--- src/rtl/vend_controller.sv ---
// Purpose  : vending transaction FSM that latches a selection, collects coins,
//            dispenses, and returns change or a refund.
// Latency  : coin accepted on cycle N shows in credit on N+1 and dispense pulses
//            on N+2. sel_error and coin_reject are registered and pulse on the
//            cycle after the event that causes them.
// Backpress: change is held on change_valid until change_ack. Coins that cannot
//            be taken are flagged on coin_reject and are never queued.
// Ports:
//   clk, rst                     clock, synchronous active-high reset
//   sel_valid, select_in         customer selection (used in IDLE only)
//   sel_latched, price           registered selection out, price back from price_select
//   coin_valid, coin_value       coin input (00 = invalid code)
//   cancel                       customer abort
//   coin_reject, sel_error       1-cycle status pulses
//   dispense                     1-cycle release pulse for sel_latched
//   credit                       accumulated credit
//   change_valid, change, change_ack   change/refund handshake to the coin hopper
module vend_controller #(
   parameter int CREDIT_W = 5,
   parameter int TIMEOUT  = 16
) (
   input  logic                clk,
   input  logic                rst,
   input  logic                sel_valid,
   input  logic [1:0]          select_in,
   output logic [1:0]          sel_latched,
   input  logic [3:0]          price,
   input  logic                coin_valid,
   input  logic [1:0]          coin_value,
   input  logic                cancel,
   output logic                coin_reject,
   output logic                sel_error,
   output logic                dispense,
   output logic [CREDIT_W-1:0] credit,
   output logic                change_valid,
   output logic [CREDIT_W-1:0] change,
   input  logic                change_ack
);

   localparam int TMR_W = $clog2(TIMEOUT);
   localparam logic [TMR_W-1:0] TMR_LAST = TMR_W'(TIMEOUT - 1);

   typedef enum logic [2:0] {
      S_IDLE,
      S_CHECK,
      S_COLLECT,
      S_DISPENSE,
      S_REFUND
   } state_t;

   state_t              state_q, state_d;
   logic [1:0]          sel_q, sel_d;
   logic [CREDIT_W-1:0] credit_q, credit_d;
   logic [TMR_W-1:0]    tmr_q, tmr_d;
   logic                coin_reject_q, coin_reject_d;
   logic                sel_error_q, sel_error_d;

   logic [CREDIT_W-1:0] price_ext;
   logic [CREDIT_W-1:0] coin_amt;
   logic                coin_ok;

   assign price_ext = {{(CREDIT_W-4){1'b0}}, price};

   always_comb begin
      coin_amt = '0;
      case (coin_value)
         2'b01:   coin_amt = CREDIT_W'(1);
         2'b10:   coin_amt = CREDIT_W'(2);
         2'b11:   coin_amt = CREDIT_W'(5);
         default: coin_amt = '0;
      endcase
   end

   assign coin_ok = coin_valid && (coin_value != 2'b00);

   always_comb begin
      state_d       = state_q;
      sel_d         = sel_q;
      credit_d      = credit_q;
      tmr_d         = tmr_q;
      sel_error_d   = 1'b0;
      // Every presented coin is rejected unless the COLLECT accept branch takes it.
      coin_reject_d = coin_valid;

      case (state_q)
         S_IDLE: begin
            if (sel_valid) begin
               sel_d   = select_in;
               state_d = S_CHECK;
            end
         end
         S_CHECK: begin
            // sel_latched has been stable for a cycle, so price is valid here.
            if (price == 4'd0) begin
               sel_error_d = 1'b1;
               state_d     = S_IDLE;
            end else begin
               tmr_d   = '0;
               state_d = S_COLLECT;
            end
         end
         S_COLLECT: begin
            if (credit_q >= price_ext) begin
               state_d = S_DISPENSE;
            end else if (cancel || (tmr_q == TMR_LAST)) begin
               state_d = (credit_q != '0) ? S_REFUND : S_IDLE;
            end else if (coin_ok) begin
               credit_d      = credit_q + coin_amt;
               tmr_d         = '0;
               coin_reject_d = 1'b0;
            end else begin
               tmr_d = tmr_q + TMR_W'(1);
            end
         end
         S_DISPENSE: begin
            credit_d = credit_q - price_ext;
            state_d  = (credit_d != '0) ? S_REFUND : S_IDLE;
         end
         S_REFUND: begin
            if (change_ack) begin
               credit_d = '0;
               state_d  = S_IDLE;
            end
         end
         default: state_d = S_IDLE;
      endcase
   end

   always_ff @(posedge clk) begin
      if (rst) begin
         state_q       <= S_IDLE;
         sel_q         <= 2'b00;
         credit_q      <= '0;
         tmr_q         <= '0;
         coin_reject_q <= 1'b0;
         sel_error_q   <= 1'b0;
      end else begin
         state_q       <= state_d;
         sel_q         <= sel_d;
         credit_q      <= credit_d;
         tmr_q         <= tmr_d;
         coin_reject_q <= coin_reject_d;
         sel_error_q   <= sel_error_d;
      end
   end

   assign sel_latched  = sel_q;
   assign credit       = credit_q;
   assign coin_reject  = coin_reject_q;
   assign sel_error    = sel_error_q;
   assign dispense     = (state_q == S_DISPENSE);
   assign change_valid = (state_q == S_REFUND);
   assign change       = change_valid ? credit_q : '0;

endmodule

--- config.mk ---
export PLATFORM = sky130hd
export DESIGN_NAME = vend_controller
export DESIGN_NICKNAME = d
export VERILOG_FILES = /design/src/rtl/vend_controller.sv
export SDC_FILE = /design/constraint.sdc
export NUM_CORES = 1
export LEC_CHECK = 0
export ABC_AREA = 1
export BUFFER_PORTS_ARGS = -buffer_cell sky130_fd_sc_hd__buf_2
export CAP_MARGIN = 20
export CORE_ASPECT_RATIO = 1.75
export CORE_MARGIN = 3
export CORE_UTILIZATION = 30
export DETAILED_ROUTE_END_ITERATION = 6
export GPL_TIMING_DRIVEN = 1
export MAX_ROUTING_LAYER = met4
export PLACE_DENSITY_LB_ADDON = 0.2
export SYNTH_ARGS = -nofsm -noshare
export SYNTH_HDL_FRONTEND = slang
export SYNTH_SLANG_ARGS = --single-unit
--- constraint.sdc ---
create_clock -name clk -period 1.5 [get_ports clk]
set_input_delay 0.075 -clock clk [delete_from_list [all_inputs] [get_ports clk]]
set_output_delay 0.075 -clock clk [all_outputs]
set_load 0.03 [all_outputs]
### Word-level counts from Yosys, hierarchy flattened

Index checks and enable logic that the tools add are counted.

* register bits: 16
* bits in latches: 0
* memory bits (writable): 0
* ROM bits: 0
* input port bits: 14
* output and inout port bits: 16
* logic and storage cells: 65
* memories: 0

* add/subtract/negate cells: 3
* $mul: 0
* div/mod/pow operators: 0
* magnitude comparators: 1
* equality and inequality tests: 15
* shifts and indexed selects: 0
* multiplexer cells: 25
* bitwise logic cells: 1
* reductions and logical operators: 14

Operator list (count)
* 5-bit two-way mux: 5
* 3-bit two-way mux: 6
* 4-bit two-way mux: 4
* 3-bit one-hot mux with 5 select lines: 1
* 5-bit one-hot mux with 3 select lines: 1
* 2-bit != test, second input constant: 5
* 5-bit nonzero test: 2
* 3-bit one-hot mux with 3 select lines: 1
* 4-bit one-hot mux with 2 select lines: 1
* 3-bit by 2-bit equality test with 1-bit output, second input constant: 2
* 5-bit adder: 1
* 5-bit by 4-bit greater-or-equal comparator with 1-bit output: 1
* 1-bit two-way mux: 5
* 5-bit AND reduction: 1
* 5-bit by 4-bit subtractor with 5-bit output: 1
* 4-bit by 1-bit adder with 4-bit output, second input constant: 1
* 2-bit equality test, second input constant: 2
* 4-bit equality test, second input constant: 1
* 4-bit zero test: 1
* 4-bit AND reduction: 1
* 2-bit nonzero test: 2
* 3-bit by 1-bit equality test with 1-bit output, second input constant: 1
* 3-bit equality test, second input constant: 1
* 3-bit zero test: 1
* other kinds (11): 11

### Depth between registers and ports, before layout

* depth after elaboration: 7
* gate-level depth with buffers: 13
* gate-level depth less buffers: 13

### Least setup slack after synthesis

OpenSTA, ideal clock, no wires.

* path kind: flip-flop to flip-flop
* from: register credit_q[0], in the netlist credit[0]
* to: register credit_q[2], in the netlist credit[2]
* arrival time: 1731 ps
* required time: 1383 ps
* setup slack: -348 ps
* cell stages (with the launch flop): 11
* path buffers: 0
* cells stage by stage: dfxtp_1 > inv_1 > ha_1 > nand2_1 > nor2_2 > nor3_4 > nand3_4 > nand2_4 > nand2_4 > nor3_1 > nor2_1

* word-level cells in the longest chain between the ends: 5
* elaborated cells between the ends (all ways): 9

Ends and longest elaborated chain
* start, declared: line 53 `logic [CREDIT_W-1:0] credit_q, credit_d;`
* start signal, assigned: line 140 `credit_q <= credit_d;`
* 5-bit adder: line 108 `credit_d = credit_q + coin_amt;`
* 5-bit two-way mux: line 107 `end else if (coin_ok) begin`
* 5-bit two-way mux: line 105 `end else if (cancel || (tmr_q == TMR_LAST)) begin`
* 5-bit two-way mux: line 103 `if (credit_q >= price_ext) begin`
* 5-bit one-hot mux with 3 select lines: line 85 `case (state_q)`

Several ways; a longest one is shown, not always the timed one. The select of a mux whose other input is x is not followed.
A chain may end at the register's enable or synchronous reset.

### Worst setup path in the final report

* from: register credit_q[1], in the netlist credit[1]
* to: register credit_q[4], in the netlist credit[4]

The elaborated chain is that of the path after synthesis.

==> results.toml <==
[synth]
synth_top_cell_area_share_pct = 24.98
synth-warning-count = 0
yosysUniqueCellTypes = 28
postSynthCellCount = 197
ys_ff_latch = 16
yosys-top-cells-count = "nand2_1 (43), inv_1 (31), nand3_1 (21)"
syn_area_um2 = 1282
synth_area_per_cell_um2 = 6.510
synthTopCellsByArea = "dfxtp_1 (25%), nand2_1 (13%), inv_1 (9.1%), ha_1 (8.8%), nand3_1 (8.2%)"
synth_nets = 221
async_reset_ff_share_pct = 0
yosys.area.top_type = "dfxtp_1"
yosysSeqAreaShare_pct = 24.98
synth-main-ff-cell = "dfxtp_1"
synth.most_common_cell = "nand2_1"
synth-edff-count = 0

[timing]
setup_tns_ns = -0.1571
finalCriticalPeriod_ns = 1.564
max_freq_ghz = 0.6396
drv_slew = 0
holdWs_ns = 0.08173
tightest_slew_ns = 0.3101
finalWorstSetupSlack_ns = -0.06359
rsz0062_at_grt = "yes"
hold_violations = 0
setup_viol = 5
max-slew-margin-rel_pct = 79.28
skew_ns = 0.003632
fin_crit_sh_pct = 104.2

[clock_network]
cts_made_buffers = 3
cts_sinks = 16
path_clk_slew_ns = 0.07
cts_tree = "yes"
clock_latency_ns = 0.25
htree_levels = 1
cts_root_buf = "clkbuf_8"
clockBufferDepth = 2

[drt]
dr_total_vias = 1384
first_pass_iters = 4
drc = 0
wl_um = 3749
detail-route-antenna-nets = 0
via_per_inst = 4.707
drt_iter0_markers = 17
post_drt_wl_per_cell_um = 12.75

[final_layout]
insertedDiodeCount = 0
fin_nets = 271
layout-drive-gt1-share_pct = 42.28
area_growth_pct = 44.49
post-route-util_pct = 46.57
final.fill_count = 451

[worst_setup_path]
crit_path_end_kind = "register"
critPathKind = "register to register"
critPathMaxStageDelay_ns = 0.39
crit_required_ns = 1.69
crit_slowest_cell = "fa_2"
worstPathArrival_ns = 1.75
cp_max_fo = 3
critPathBufInv = 1
start_kind = "register"
critical_path.cell_chain = "buf_12, fa_2, nand2_2, a21oi_2, xor2_1, nand2_1, nand2_1, nand3_1, a21oi_2"
critPathTopFamily = "adder cells"

[die]
initial_core_util_pct = 32.23
fp-row-count = 30
die_area_um2 = 5126
core-area_um2 = 3979
die_y_um = 92.49
boundaryPins = 30
die_width_um = 55.43

[placement]
pre_cts_ws_ns = -0.1092
gp_congestion = 0.8167
hpwl_um = 3154
io_buffers = 29

[power]
power-per-cell-area_nw_per_um2 = 1220
p_leak_nw = 0.9734
ir_drop_uv = 803.7

[global_routing]
first_global_vias = 1460
grt_pass1_wl_um = 6444
grt-ovfl-total = 0
grtUsageTotal_pct = 16.13
grt_max_degree = 10
antenna_found_initial = 0

[hold_path]
hold_path_class = "input pin to register"

[flow_run]
cap_violations = 0

[outcome]
status = "finished with violations"
violations = "negative setup slack"
through the flow:
stage,power (mW),std cells,instance area (um2)
floorplan,1.435,197,1365
global placement,1.789,287,1688
detailed placement,1.792,287,1688
CTS,2.216,291,1777
global route,2.463,294,1853
finish,2.260,294,1853
worst paths after layout:
| path | start | endpoint | slack, ns | depth (start not counted) |
|---|---|---|---|---|
| max | credit[1] | credit[4] | -0.06 | 9 |
| min | coin_valid | coin_reject | 0.08 | 3 |
| max reg2reg | credit[1] | credit[4] | -0.06 | 9 |
| min reg2reg | sel_latched[1] | sel_latched[1] | 0.45 | 2 |
registers in the layout, indices dropped and copies added (netlist names):
name,cells
coin_reject,1
tmr_q,4
state_q,3
sel_latched,2
sel_error,1
credit,5
worst min-delay path, delay by kind of cell:
family                 cells  cell delay (ns)
buffers and inverters      2             0.17
and+or+nand+nor            1             0.05
cell families after synthesis:
kind of cell    share of synthesized area [%]
buf+inv                                 10.83
simple gates                            40.39
fa+ha+maj                               10.34
flops                                   24.98
compound gates                          11.42
xor+xnor                                2.049
cell type report:
type	instances	area, um2	area share [%]
multi-input cells	144	970.9	52.40
flip-flops and latches	16	335.3	18.10
repair buffers	47	295.3	15.94
inverters	35	136.4	7.360
well taps	48	60.06	3.241
clock buffers	4	55.05	2.971
per-layer routing:
metal	up-vias	track usage, %	wire, um
met5	-	-	0
met3	7	1.953	99
met4	0	6.491	66
met2	21	31.62	2213
li1	721	-	-
met1	635	15.50	1369
cells in the final DEF (no fill, tap or decap), types with 4 or more instances in the layout:
cell type and n:
a21oi_1 12, a21oi_2 4, buf_2 28, buf_4 18
clkbuf_8 4, dfxtp_1 12, dfxtp_4 4, ha_1 4
ha_4 5, inv_1 30, nand2_1 35, nand2_2 11
nand2_4 4, nand3_1 12, nand3_2 10, nor2_1 19
o21ai_0 6
power breakdown:
part | switching, mW | internal [mW] | total [mW]
registers | 0.0852 | 0.513 | 0.598
logic | 0.762 | 0.507 | 1.27
clock network | 0.160 | 0.233 | 0.393
repair_timing:
action,CTS,global route
gates resized for setup,8,16
setup endpoints to repair,12,15
cloned,0,0
pin swaps,7,4
buffers inserted,0,3
hold buffers,0,0
No activity file was read; power rests on OpenSTA's default activity.
